File: src/rtl/pal_cfg_loader.sv
// Framed byte-stream loader for the PAL configuration chain: strips the header,
// serializes the payload MSB-first with a shift strobe, and verifies an XOR checksum.
module pal_cfg_loader #(
    parameter int          CFG_BITS = 264,
    parameter logic [7:0]  HDR      = 8'hA5
) (
    input  logic       clk,
    input  logic       res_n,
    input  logic [7:0] in_data,
    input  logic       in_valid,
    output logic       in_ready,
    input  logic       abort,
    output logic       pal_cfg,
    output logic       pal_shift_en,
    output logic       busy,
    output logic       cfg_ok,
    output logic       cfg_err
);
    // state | meaning
    // IDLE  | hunting for the header byte, flags hold the last frame result
    // LOAD  | waiting for the next payload byte
    // SHIFT | streaming one byte into the PAL chain, one bit per clock
    // CHECK | waiting for the checksum byte

    localparam int NBYTES = (CFG_BITS + 7) / 8;
    localparam int REM    = CFG_BITS - 8 * (NBYTES - 1);
    localparam int BCW    = $clog2(NBYTES + 1);
    localparam logic [BCW-1:0] LAST_BYTE = BCW'(NBYTES - 1);
    localparam logic [3:0]     REM_M1    = 4'(REM - 1);

    typedef enum logic [1:0] {IDLE, LOAD, SHIFT, CHECK} state_t;

    state_t         state;
    logic [7:0]     shreg;
    logic [7:0]     csum;
    logic [BCW-1:0] byte_cnt;
    logic [3:0]     bit_cnt;
    logic           accept;

    assign in_ready = res_n && (state != SHIFT);
    assign accept   = in_valid && in_ready;
    assign busy     = (state != IDLE);

    always_ff @(posedge clk or negedge res_n) begin
        if (!res_n) begin
            state        <= IDLE;
            shreg        <= '0;
            csum         <= '0;
            byte_cnt     <= '0;
            bit_cnt      <= '0;
            pal_cfg      <= 1'b0;
            pal_shift_en <= 1'b0;
            cfg_ok       <= 1'b0;
            cfg_err      <= 1'b0;
        end else if (abort) begin
            state        <= IDLE;
            pal_cfg      <= 1'b0;
            pal_shift_en <= 1'b0;
            cfg_ok       <= 1'b0;
            cfg_err      <= 1'b0;
        end else begin
            case (state)
                IDLE: begin
                    if (accept && in_data == HDR) begin
                        state    <= LOAD;
                        cfg_ok   <= 1'b0;
                        cfg_err  <= 1'b0;
                        csum     <= '0;
                        byte_cnt <= '0;
                    end
                end
                LOAD: begin
                    // First bit goes out on the accepting edge; bit_cnt holds bits still to follow.
                    if (accept) begin
                        shreg        <= {in_data[6:0], 1'b0};
                        pal_cfg      <= in_data[7];
                        pal_shift_en <= 1'b1;
                        csum         <= csum ^ in_data;
                        bit_cnt      <= (byte_cnt == LAST_BYTE) ? REM_M1 : 4'd7;
                        state        <= SHIFT;
                    end
                end
                SHIFT: begin
                    if (bit_cnt == 4'd0) begin
                        pal_cfg      <= 1'b0;
                        pal_shift_en <= 1'b0;
                        byte_cnt     <= byte_cnt + 1'b1;
                        state        <= (byte_cnt == LAST_BYTE) ? CHECK : LOAD;
                    end else begin
                        pal_cfg <= shreg[7];
                        shreg   <= {shreg[6:0], 1'b0};
                        bit_cnt <= bit_cnt - 1'b1;
                    end
                end
                CHECK: begin
                    if (accept) begin
                        cfg_ok  <= (in_data == csum);
                        cfg_err <= (in_data != csum);
                        state   <= IDLE;
                    end
                end
                default: state <= IDLE;
            endcase
        end
    end

endmodule

File: config.mk
export PLATFORM = sky130hd
export DESIGN_NAME = pal_cfg_loader
export DESIGN_NICKNAME = d
export VERILOG_FILES = /design/src/rtl/pal_cfg_loader.sv
export SDC_FILE = /design/constraint.sdc
export NUM_CORES = 1
export LEC_CHECK = 0
export ABC_AREA = 1
export BUFFER_PORTS_ARGS = -buffer_cell sky130_fd_sc_hd__buf_2
export CORE_MARGIN = 4
export CORE_UTILIZATION = 30
export CTS_BUF_LIST = sky130_fd_sc_hd__clkbuf_4 sky130_fd_sc_hd__clkbuf_8
export CTS_CLUSTER_DIAMETER = 50
export DETAILED_ROUTE_END_ITERATION = 16
export REMOVE_ABC_BUFFERS = 1
export SYNTH_ARGS = -nofsm -noshare
export SYNTH_HDL_FRONTEND = slang
export SYNTH_SLANG_ARGS = --single-unit
File: constraint.sdc
create_clock -name clk -period 2.3 [get_ports clk]
set_input_delay 0.46 -clock clk [delete_from_list [all_inputs] [get_ports clk]]
set_output_delay 0.46 -clock clk [all_outputs]
set_load 0.01 [all_outputs]
==> impl_metrics.tcl <==
set metrics [dict create \
    synth_area_leaders "dfrtp_1, nand2_1, inv_1, ha_1, nand3_1" \
    critical_path_class "reg2reg" \
    hold_class "in2async" \
    drt_pass1_iterations 5 \
    startpoint_type "flop" \
    grt.overflow.total 0 \
    cts_buffers 5 \
    run_status "completed" \
    vias 1578 \
    fin_ws_ns 0.3269 \
    grt_antenna_before_repair 0 \
    ir_drop_v 0.0002681 \
    yosysWarnings 0 \
    clk_pin_slew_ns 0.07 \
    initial_core_util 0.3122 \
    cts_root_buf "clkbuf_8" \
    track_usage 0.1212 \
    synth_seq_area_share 0.4172 \
    pin_count 18 \
    synth_edf_count 0 \
    max_slew_margin 0.5546 \
    drive_gt1_frac 0.1290 \
    timing.final.crit_share 0.8579 \
    grt_max_degree 32 \
    clk-insertion-delay-late_ns 0.28 \
    fin_crit_ns 1.973 \
    setup_viol 0 \
    yosys.area.top_type "dfrtp_1" \
    synth_ff_type "dfrtp_1" \
    diodes 0 \
    grt_pass1_wl_um 7245 \
    arrival_ns 2.15 \
    hold_ws_ns 0.2518 \
    via_per_inst 4.458 \
    pwr_density_cell_mw_per_mm2 1035 \
    rows 28 \
    async_reset_ff_frac 1.000 \
    rsz0062_at_grt "false" \
    clock_path_buffers 2 \
    clkSinkCount 31 \
    drt_iter0_markers 80 \
    grt_pass1_vias 1571 \
    max-cap-violations 0 \
    skew_ns 0.003594 \
    synth_cell_types 26 \
    postSynthCellCount 258 \
    worstPathRequired_ns 2.48 \
    cts_tree "yes" \
    synth_top_area_frac 0.4172 \
    fmax_mhz 506.8 \
    syn-cell-area_mm2 0.001859 \
    die_w_um 86.73 \
    antenna_left 0 \
    coreArea_mm2 0.005956 \
    area_growth_pct 14.00 \
    worst_slew_pin_slew_ns 0.6651 \
    dp_hpwl_um 2945 \
    place.port_buffers 17 \
    post-route-drc-count 0 \
    synth-seq-cells 31 \
    worst_setup_path_end_kind "flop" \
    yosysMostFrequentCell "nand2_1" \
    routabilityCongestion 0.8571 \
    die_y_um 86.73 \
    wl_per_cell_um 11.21 \
    syn_area_per_cell_um2 7.207 \
    final_nets 298 \
    dp_slack_ns 0.2391 \
    p_total_mw 2.194 \
    wl_um 3968 \
    tns_ns 0 \
    crit_fanout 11 \
    p_leak_nw 1.109 \
    htreeDepth 2 \
    synth_common_cells "nand2_1, inv_1, dfrtp_1" \
    hold_violations 0 \
    drv_slew 0 \
    dieArea_mm2 0.007521 \
]
==> repair_timing <==
| action | 4_1_cts | 5_1_grt |
|---|---|---|
| hold buffers | 0 | 0 |
| setup endpoints to repair | 0 | 6 |
| buffers inserted | 0 | 0 |
| gates resized for setup | 0 | 1 |
==> cells in the final DEF (no fill, tap or decap), drive strengths merged <==
master    n
a21boi    1
nand3b    1
xnor2     6
inv      37
nor2     17
ha        7
o211ai    5
or2       2
nand2   101
buf      19
nor3      1
xor2      1
clkinv    1
dfrtp    31
a21oi     7
o21ai    18
nand4     2
clkbuf    6
nand3    16
==> critical path, cell delays in order (launching register included) <==
cell,delay [ns]
dfrtp_1,0.41
inv_1,0.08
ha_1,0.22
inv_2,0.16
nand3_2,0.16
inv_1,0.09
nand3_1,0.09
nand2_1,0.15
o211ai_1,0.30
nand2_1,0.14
nand2_1,0.06
==> worst paths after layout <==
check,start,endpoint,slack [ns],cells after the start
min in group clk,in_data[2],shreg[3],0.48,3
worst max-delay path,state[0],csum[0],0.33,10
worst min register to register,shreg[4],shreg[4],0.48,2
worst min-delay path,res_n,bit_cnt[2],0.25,2
max in group asynchronous,res_n,csum[5],1.75,2
worst max register to register,state[0],csum[0],0.33,10
==> area by class of cell <==
type	count	area [um^2]
fill	651	3836
multi-input combinational	185	923.4
sequential	31	775.7
inverter	37	138.9
timing repair buffer	19	100.1
tap	75	93.84
clock buffer	6	82.58
clock inverter	1	5.005
==> registers in the layout (all words and copies together) (netlist names) <==
name / count
csum: 8
shreg: 7
byte_cnt: 6
bit_cnt: 4
state: 2
cfg_err: 1
cfg_ok: 1
pal_cfg: 1
pal_shift_en: 1
==> power breakdown <==
group          total, mW  internal (mW)  switching (mW)
Combinational      0.945          0.324           0.621
Clock              0.433          0.234           0.199
Sequential         0.816          0.716           0.100
Total               2.19           1.27           0.920
==> routing by layer <==
| layer | GRT usage | vias to the layer above | wire (um) |
|---|---|---|---|
| met2 | 0.1836 | 32 | 1767 |
| met4 | 0.04533 | 0 | 76 |
| li1 | - | 839 | - |
| met3 | 0.03897 | 7 | 166 |
| met5 | 0 | - | 0 |
| met1 | 0.1610 | 700 | 1957 |
==> metrics by stage <==
step,cell area [um^2],utilization,instances
after floorplan,1833,-,253
after global placement,2027,0.3403,347
after detailed placement,2027,0.3403,347
after CTS,2115,0.3550,354
after global routing,2120,0.3559,354
final,2120,0.3559,354
==> cell families (layout without fill, tap and decap cells) <==
logic type	after synthesis	after routing	share of synthesized area
and+or+nand+nor	140	140	0.3163
DFF	31	31	0.4172
adders and majority gates	7	7	0.04710
buffers and inverters	42	63	0.08883
xor gates and xnor gates	7	7	0.03298
AOI/OAI and AO/OA	31	31	0.09759
(Power assumes the default switching activity.)
